`src/rtl/ssd_pkg.sv`:
```
// rtl/ssd_pkg.sv - state encoding, character codes, glyph ROM and message tables for the status display
package ssd_pkg;

  localparam int WIN_LEN  = 7;
  localparam int DRAW_LEN = 4;

  typedef enum logic [1:0] {
    ST_PLAY = 2'd0,
    ST_WIN  = 2'd1,
    ST_DRAW = 2'd2
  } state_e;

  typedef enum logic [4:0] {
    CH_0     = 5'd0,
    CH_1     = 5'd1,
    CH_2     = 5'd2,
    CH_3     = 5'd3,
    CH_4     = 5'd4,
    CH_5     = 5'd5,
    CH_6     = 5'd6,
    CH_7     = 5'd7,
    CH_8     = 5'd8,
    CH_9     = 5'd9,
    CH_P     = 5'd10,
    CH_U     = 5'd11,
    CH_I     = 5'd12,
    CH_N     = 5'd13,
    CH_D     = 5'd14,
    CH_R     = 5'd15,
    CH_A     = 5'd16,
    CH_BLANK = 5'd31
  } char_e;

  // Active-low {g,f,e,d,c,b,a}
  function automatic logic [6:0] glyph(input char_e c);
    case (c)
      CH_0:    glyph = 7'b1000000;
      CH_1:    glyph = 7'b1111001;
      CH_2:    glyph = 7'b0100100;
      CH_3:    glyph = 7'b0110000;
      CH_4:    glyph = 7'b0011001;
      CH_5:    glyph = 7'b0010010;
      CH_6:    glyph = 7'b0000010;
      CH_7:    glyph = 7'b1111000;
      CH_8:    glyph = 7'b0000000;
      CH_9:    glyph = 7'b0010000;
      CH_P:    glyph = 7'b0001100;
      CH_U:    glyph = 7'b1000001;
      CH_I:    glyph = 7'b1001111;
      CH_N:    glyph = 7'b0101011;
      CH_D:    glyph = 7'b0100001;
      CH_R:    glyph = 7'b0101111;
      CH_A:    glyph = 7'b0001000;
      default: glyph = 7'b1111111;
    endcase
  endfunction

  function automatic state_e state_from_game(input logic [1:0] gs);
    case (gs)
      2'b01:   state_from_game = ST_WIN;
      2'b10:   state_from_game = ST_DRAW;
      default: state_from_game = ST_PLAY;
    endcase
  endfunction

  function automatic char_e player_char(input logic [1:0] p);
    case (p)
      2'd0:    player_char = CH_0;
      2'd1:    player_char = CH_1;
      2'd2:    player_char = CH_2;
      default: player_char = CH_3;
    endcase
  endfunction

  // Indices past the message length fall into the blank padding
  function automatic char_e win_char(input logic [4:0] k, input logic [1:0] winner);
    case (k)
      5'd0:       win_char = CH_P;
      5'd1:       win_char = player_char(winner);
      5'd3, 5'd4: win_char = CH_U;
      5'd5:       win_char = CH_I;
      5'd6:       win_char = CH_N;
      default:    win_char = CH_BLANK;
    endcase
  endfunction

  function automatic char_e draw_char(input logic [4:0] k);
    case (k)
      5'd0:    draw_char = CH_D;
      5'd1:    draw_char = CH_R;
      5'd2:    draw_char = CH_A;
      5'd3:    draw_char = CH_U;
      default: draw_char = CH_BLANK;
    endcase
  endfunction

endpackage

```
`src/rtl/tick_gen.sv`:
```
// rtl/tick_gen.sv - one-cycle pulse every DIV enabled cycles; counter held at zero while disabled
module tick_gen #(
  parameter int DIV = 10
) (
  input  logic clk,
  input  logic rst,
  input  logic en,
  output logic tick
);

  localparam int CW = (DIV > 1) ? $clog2(DIV) : 1;
  localparam logic [CW-1:0] LAST = CW'(DIV - 1);

  logic [CW-1:0] r_cnt;

  always_ff @(posedge clk) begin
    if (rst || !en) begin
      r_cnt <= '0;
    end else if (r_cnt == LAST) begin
      r_cnt <= '0;
    end else begin
      r_cnt <= r_cnt + 1'b1;
    end
  end

  assign tick = en && (r_cnt == LAST);

endmodule

```
`src/rtl/ssd_status_ctrl.sv`:
```
// rtl/ssd_status_ctrl.sv - registered seven-segment status controller with scrolling win and blinking draw messages
module ssd_status_ctrl
  import ssd_pkg::*;
#(
  parameter int NUM_DIGITS = 5,
  parameter int CLK_HZ     = 50000000,
  parameter int SCROLL_HZ  = 4,
  parameter int BLINK_HZ   = 2
) (
  input  logic                    clk,
  input  logic                    rst,
  input  logic [1:0]              turn,
  input  logic [1:0]              game_state,
  output logic [7*NUM_DIGITS-1:0] ssd_bus
);

  localparam int WIN_L  = WIN_LEN + NUM_DIGITS;
  localparam int DRAW_L = DRAW_LEN + NUM_DIGITS;
  localparam int OW     = $clog2(WIN_L);
  localparam bit WIN_SCROLLS  = (WIN_LEN > NUM_DIGITS);
  localparam bit DRAW_SCROLLS = (DRAW_LEN > NUM_DIGITS);

  state_e                  r_state;
  logic [OW-1:0]           r_offset;
  logic                    r_phase;
  logic [1:0]              r_winner;
  logic [7*NUM_DIGITS-1:0] r_ssd;

  state_e                  w_next_state;
  logic                    w_change;
  logic                    w_scrolls;
  logic                    w_scroll_en;
  logic                    w_blink_en;
  logic                    w_scroll_tick;
  logic                    w_blink_tick;
  logic [OW-1:0]           w_last;
  logic [7*NUM_DIGITS-1:0] w_ssd;

  assign w_next_state = state_from_game(game_state);
  assign w_change     = (w_next_state != r_state);
  assign w_scrolls    = (r_state == ST_WIN && WIN_SCROLLS) || (r_state == ST_DRAW && DRAW_SCROLLS);
  // Disabling the counters on a state change drops any coincident tick and restarts them from 0
  assign w_scroll_en  = !w_change && (r_state == ST_WIN || (r_state == ST_DRAW && DRAW_SCROLLS));
  assign w_blink_en   = !w_change && (r_state == ST_DRAW);
  assign w_last       = (r_state == ST_DRAW) ? OW'(DRAW_L - 1) : OW'(WIN_L - 1);

  tick_gen #(.DIV(CLK_HZ / SCROLL_HZ)) u_scroll_tick (
    .clk  (clk),
    .rst  (rst),
    .en   (w_scroll_en),
    .tick (w_scroll_tick)
  );

  tick_gen #(.DIV(CLK_HZ / BLINK_HZ)) u_blink_tick (
    .clk  (clk),
    .rst  (rst),
    .en   (w_blink_en),
    .tick (w_blink_tick)
  );

  always_ff @(posedge clk) begin
    if (rst) begin
      r_state  <= ST_PLAY;
      r_offset <= '0;
      r_phase  <= 1'b1;
      r_winner <= 2'd0;
    end else if (w_change) begin
      r_state  <= w_next_state;
      r_offset <= '0;
      r_phase  <= 1'b1;
      if (w_next_state == ST_WIN) begin
        r_winner <= turn;
      end
    end else begin
      if (w_scroll_tick && w_scrolls) begin
        r_offset <= (r_offset == w_last) ? '0 : r_offset + 1'b1;
      end
      if (w_blink_tick) begin
        r_phase <= ~r_phase;
      end
    end
  end

  // offset < L and digit < L, so one conditional subtract gives (offset+digit) mod L
  function automatic char_e digit_char(input state_e st, input logic [OW-1:0] off, input int digit,
                                       input logic [1:0] winner, input logic [1:0] cur_turn);
    logic [4:0] len;
    logic [4:0] idx;
    len = (st == ST_DRAW) ? 5'(DRAW_L) : 5'(WIN_L);
    idx = 5'(off) + 5'(digit);
    if (idx >= len) begin
      idx = idx - len;
    end
    case (st)
      ST_WIN:  digit_char = win_char(idx, winner);
      ST_DRAW: digit_char = draw_char(idx);
      default: digit_char = (digit == 0) ? player_char(cur_turn) : CH_BLANK;
    endcase
  endfunction

  always_comb begin
    w_ssd = '1;
    for (int i = 0; i < NUM_DIGITS; i++) begin
      w_ssd[7*i +: 7] = glyph(digit_char(r_state, r_offset, i, r_winner, turn));
    end
    if (r_state == ST_DRAW && !r_phase) begin
      w_ssd = '1;
    end
  end

  always_ff @(posedge clk) begin
    if (rst) begin
      r_ssd <= '1;
    end else begin
      r_ssd <= w_ssd;
    end
  end

  assign ssd_bus = r_ssd;

endmodule

```
`config.mk`:
```
export PLATFORM = sky130hd
export DESIGN_NAME = ssd_status_ctrl
export DESIGN_NICKNAME = d
export VERILOG_FILES = /design/src/rtl/ssd_pkg.sv /design/src/rtl/tick_gen.sv /design/src/rtl/ssd_status_ctrl.sv
export SDC_FILE = /design/constraint.sdc
export NUM_CORES = 1
export LEC_CHECK = 0
export ABC_AREA = 1
export CELL_PAD_IN_SITES_DETAIL_PLACEMENT = 1
export CELL_PAD_IN_SITES_GLOBAL_PLACEMENT = 1
export CORE_ASPECT_RATIO = 2
export CORE_UTILIZATION = 47
export DETAILED_ROUTE_END_ITERATION = 16
export PLACE_DENSITY_LB_ADDON = 0.1
export SLEW_MARGIN = 20
export SYNTH_ARGS = -nofsm -noshare
export SYNTH_HDL_FRONTEND = slang
export SYNTH_SLANG_ARGS = --single-unit
```
`constraint.sdc`:
```
create_clock -name clk -period 11.41 [get_ports clk]
set_clock_uncertainty 0.1 [all_clocks]
set_input_delay 2.282 -clock clk [delete_from_list [all_inputs] [get_ports clk]]
set_output_delay 2.282 -clock clk [all_outputs]
set_load 0.02 [all_outputs]
```
---- Word level (Yosys, flattened, before mapping) ----
Memories as Yosys holds them, arrays and structs flattened. A register that Yosys moved wholly into a read port is not among the register bits.
Cells that the tools add are included.
word-level totals
  register bits after elaboration ......... 58
  bits in read-only memories .............. 1120
  input bits .............................. 6
  output and inout port bits .............. 35
  word-level logic and storage cells ...... 127
  memories ................................ 5
operators by class
  add/subtract/negate cells ............... 12
  $lt $le $gt $ge ......................... 5
  equality and inequality tests ........... 43
  multiplexer cells ....................... 26
  bitwise operators ....................... 1
  reductions and logical operators ........ 29
memories
  memory           words  bits a word  read ports  clocked after memory_dff  wr ports  line           source
  (no name shown)  32     7            1           1                         0         ssd_pkg.sv:36  case (c)
  (no name shown)  32     7            1           1                         0         ssd_pkg.sv:36
  (no name shown)  32     7            1           1                         0         ssd_pkg.sv:36
  (no name shown)  32     7            1           1                         0         ssd_pkg.sv:36
  (no name shown)  32     7            1           1                         0         ssd_pkg.sv:36
operators by type and width
  operator                 count
  $pmux W5 S5              5
  $pmux W5 S4              5
  $eq A5 B3 Y1 const B     15
  $eq A5 B2 Y1 const B     10
  $pmux W5 S2              5
  $add A25 B1 Y25 const B  1
  $eq A25 B25 Y1 const B   1
  $eq A5 B1 Y1 const B     5
  $logic_not A5 Y1         5
  $mux W5                  5
  $add A24 B1 Y24 const B  1
  $eq A24 B24 Y1 const B   1
  $reduce_or A2 Y1         9
  $ge A5 B5 Y1             3
  $sub A5 B5 Y5            3
  $pmux W2 S3              2
  $add A4 B2 Y5 const B    2
  $eq A2 B1 Y1 const B     5
  $eq A2 B2 Y1 const B     4
  $logic_and A1 B1 Y1      6
  $add A4 B1 Y5 const B    1
  $add A4 B3 Y5 const B    1
  $ge A4 B5 Y1             1
  $ge A5 B4 Y1             1
  other kinds (14)         19

---- Logic depth before layout (Yosys ltp) ----
  depth in word-level cells ............... 8
  depth in mapped cells ................... 29
  mapped depth without buffers ............ 28

---- Hierarchy ----
Synthesis repeated with hierarchy kept, for this count alone.
unflattened totals
  cells, all modules ...................... 1172
  area total of the unflattened synthesis .. 7337.0 um2
modules (own cells, without submodules)
  module                    times used  cells each  area each (um2)  seq. area each (um2)
  ssd_status_ctrl           1           770         4670.7           880.8
  tick_gen (u_blink_tick)   1           215         1391.3           500.5
  tick_gen (u_scroll_tick)  1           187         1275.0           480.5

---- Worst setup path before layout ----
No wires, ideal clock.
  path kind ............................... in2reg
  from .................................... input game_state[0]
  to ...................................... register u_scroll_tick.r_cnt[2]
  setup time .............................. 0.080 ns
  arrival ................................. 3.936 ns
  data required time ...................... 11.230 ns
  path slack .............................. 7.294 ns
  cell stages on the path ................. 11
  path buffers ............................ 1
  path through ............................ inv_1 nor2_1 o21ai_0 a31oi_1 inv_1 nor2_1 nand2_1 nor2_1 inv_1 clkbuf_1 nor3b_1
on the way
  longest elaborated chain between the ends .. 8
  elaborated cells between the ends (all ways) .. 9
  classes of those cells .................. 3 x eq/ne; 1 x mux; 5 x reduce/logical
ends and longest elaborated chain
  what                                                 line                   source
  start, declared                                      ssd_status_ctrl.sv:13  input logic [1:0] game_state,
  $eq A2 B2 Y1 / $eq A2 B1 Y1 (equally long branches)  ssd_pkg.sv:59          case (gs)
  $pmux W2 S2 *                                        ssd_pkg.sv:59
  $ne A2 B2 Y1 *                                       ssd_status_ctrl.sv:40  assign w_change = (w_next_state != r_state);
  $logic_not A1 Y1 *                                   ssd_status_ctrl.sv:43  assign w_scroll_en = !w_change && (r_state == ST_WIN || (r_state == ST_DRAW && DRAW_SCROLLS));
  $logic_and A1 B1 Y1 *                                ssd_status_ctrl.sv:43
  $logic_not A1 Y1 *                                   tick_gen.sv:17         if (rst || !en) begin
  $logic_or A1 B1 Y1 *                                 tick_gen.sv:17
  $reduce_or A2 Y1 (no line) *                         n/a
  end signal, assigned                                 tick_gen.sv:22         r_cnt <= r_cnt + 1'b1;
  end, declared                                        tick_gen.sv:14         logic [CW-1:0] r_cnt;
Every way passes the cells marked *; elsewhere a longest branch is shown, timed or not.
A chain may end at the register's enable or synchronous reset.

---- Worst setup path in the final report ----
  from .................................... input game_state[0]
  to ...................................... register u_scroll_tick.r_cnt[20]
The elaborated chain is that of the path after synthesis.

==> summary.txt <==
status - finished, final reports clean
FF+latch count, synth - 93
RSZ-0062 raised after global routing - no
minimum clock period - 4896 ps
Worst EP arrival - 5090 ps
setup_tns - 0 ps
Seq/Total Area, Yosys - 0.2670
worst hold path depth - 1
Synth Area per Inst - 6.408 sq um
share of cells above drive strength 1 - 0.08746
drt initial violations - 207
leading cell type in the layout, fill and taps excluded - nand2_1
DRT Pass-1 Iters - 4
post-synthesis cell count - 1088
Layout fillers - 2039
reg2reg path depth - 26
drt wl/cell - 15.15 um
Post-Route WL - 20060 um
DR vias/cell - 5.292
Worst-Skew Late Latency - 350 ps
GRT overflow - 0
RD Place Congestion - 0.8851
P_int - 0.0005215 W
# diodes - 0
# setup viols final - 0
detailed-route via count - 7006
Switching Share - 0.2861
I/O pin count - 41
final worst-path cycle share - 0.4291
Synth-to-Final Area Change - 12.38%
largest net degree at the start of global routing - 21
Multi-input gate area - 0.004362 sq mm
Reg2Reg Setup Slack - 6760 ps
Synth warnings - 0
Antenna Nets Post-Route - 0
post-synthesis async set-or-reset flop share - 0
Startpoint Class - input pin
worst path cell trace - clkdlybuf4s50_1 -> inv_1 -> nor2_1 -> o21ai_0 -> a31oi_1 -> inv_1 -> nor2_1 -> nand2_1 -> nor2_1 -> inv_1 -> a21oi_1 -> o21ai_0 -> inv_1
first-pass GRT wire length - 33370 um
DRC - 0
nets - 1181
CTS tree - built
critical path's largest stage delay - 510 ps
Worst VDD drop - 0.05341 mV
placed insts - 1309
Hold Path Origin - u_scroll_tick.r_cnt[0]
total core area - 0.01443 sq mm
Die ar. - 0.01535 sq mm
FF-to-FF End - ssd_bus[21]
Post-Syn Nets - 1141
logic gate share of total power - 0.154
Reg-to-Reg Start - r_offset[0]
WS Path Type - input pin to flip-flop
Clk network pwr share - 0.384
clock slew at reported path FFs - 60 ps
filler-free cell count of the finished design - 1324
Required @ worst endpoint - 11600 ps
GRT Overall Usage - 0.2765
power per cell area - 93.24 mW/mm^2
Sequential Power Share - 0.462
H-tree level count - 3
top_reg_cell synth - dfxtp_1
EDFF count, synth - 0
initial antenna violation count - 0
Critical Path Sink Type - flip-flop
worst-margin pin slew - 763.8 ps
cell area after synthesis - 0.006972 sq mm
largest area contributor in the netlist - dfxtp_1
Max Cap Viol - 0
max_slew headroom - 0.4903
vias in the first global route - 7412
max-slew violations - 0
Most Frequent Cell on Critical Path - inv_1
Distinct cells, synth - 51
P_sw - 0.0002090 W
Max Root-Sink Buffers - 2
CTS resizes - 0
Crit Path Max Fanout - 15
Storage cell area - 0.001862 sq mm
maximum clock rate - 0.2042 GHz
std cell rows - 62
commonest non-fill, non-tap cells in the layout - nand2_1, inv_1, nor2_1
Buffers on Ports - 40
HPWL after DPL - 16500 um
Die Span Y - 174.2 um
cts hold-fix bufs - 0
min-delay worst type - flip-flop to flip-flop
CP max-delay cell - nor2_1
share of the synthesized area in the top cell type - 0.2670
Hold Violations, Final - 0
Initial Utilization - 0.4832
Lkg Pwr - 3.638 nW
worst min-delay path endpoint - u_scroll_tick.r_cnt[0]
# clock sinks - 93
CTS Buf Count - 9
buffers inserted by post-CTS timing repair - 0
clk root buf - clkbuf_16
top cells by area, synth - dfxtp_1, nand2_1, inv_1, ha_1, nand3_1
Die W - 88.12 um
cell usage after synthesis (6+ instances only):
| master | n |
|---|---|
| a21oi_1 | 36 |
| dfxtp_1 | 93 |
| ha_1 | 47 |
| inv_1 | 165 |
| inv_2 | 11 |
| nand2_1 | 283 |
| nand2_2 | 23 |
| nand3_1 | 89 |
| nand3_2 | 9 |
| nand4_1 | 26 |
| nor2_1 | 109 |
| nor2_2 | 6 |
| nor2_4 | 6 |
| nor3_1 | 29 |
| nor4_1 | 6 |
| o211ai_1 | 8 |
| o21ai_0 | 49 |
| o21ai_1 | 17 |
| o21ai_2 | 6 |
| xor2_1 | 9 |
through the flow:
stage	area, sq um	setup slack, ps	power (W)	utilization	hold slack, ps
2_1_floorplan	6972	7294	0.0004173	-	317.5
3_3_place_gp	7562	6250	0.0004535	0.5241	328.9
3_5_place_dp	7562	6130	0.0004571	0.5241	339.3
4_1_cts	7835	6498	0.0007373	0.5430	351.8
5_1_grt	7835	6190	0.0007623	0.5430	377.2
6_report	7835	6514	0.0007305	0.5430	349.4
area by class of cell:
cell class                 count  share of cell area
sequential                    93              0.2376
inverter                     178             0.08528
tap                          192             0.03066
multi-input combinational    802              0.5567
clock buffer                   9             0.02874
clock inverter                 6            0.006068
timing repair buffer          44             0.05493
critical path, delay by kind of cell:
family	cells	cell delay [ps]
compound gates	4	670
buf+inv	5	1120
simple gates	4	1020
per-layer routing:
| layer | routed length (um) | GRT usage |
|---|---|---|
| met1 | 7287 | 0.2542 |
| met2 | 11620 | 0.5552 |
| met3 | 323 | 0.03466 |
| met4 | 827 | 0.1431 |
| met5 | 0 | 0 |
cell families after synthesis:
family / share of synthesized area
AO/OA/AOI/OAI: 0.1211
buffers and inverters: 0.1073
AND/OR/NAND/NOR: 0.4002
XOR/XNOR: 0.01992
flip-flops: 0.2671
adder cells (fa/ha/maj): 0.08435
power by group through the flow:
| stage | clock network (W) | registers [W] | logic, W |
|---|---|---|---|
| 6_report | 0.000281 | 0.000337 | 0.000112 |
| 5_1_grt | 0.000299 | 0.000338 | 0.000125 |
| 4_1_cts | 0.000287 | 0.000337 | 0.000113 |
| 3_5_place_dp | 0 | 0.000345 | 0.000112 |
| 3_3_place_gp | 0 | 0.000345 | 0.000109 |
| 2_1_floorplan | 0 | 0.000354 | 0.0000638 |
registers in the layout (all words and copies together) (netlist names):
name                 count
ssd_bus                 35
u_blink_tick.r_cnt      25
u_scroll_tick.r_cnt     24
r_offset                 4
r_state                  2
r_winner                 2
r_phase                  1
worst max-delay path by stage:
stage | start | slack, ps | to | cells after the start
after floorplan | game_state[0] | 7290 | u_scroll_tick.r_cnt[2] | 11
after global placement | game_state[0] | 6250 | u_scroll_tick.r_cnt[20] | 13
after detailed placement | game_state[0] | 6130 | u_scroll_tick.r_cnt[20] | 13
after CTS | game_state[0] | 6500 | u_scroll_tick.r_cnt[20] | 13
after global routing | game_state[0] | 6190 | u_scroll_tick.r_cnt[20] | 13
final | game_state[0] | 6510 | u_scroll_tick.r_cnt[20] | 13
No activity file was read; power rests on OpenSTA's default activity.
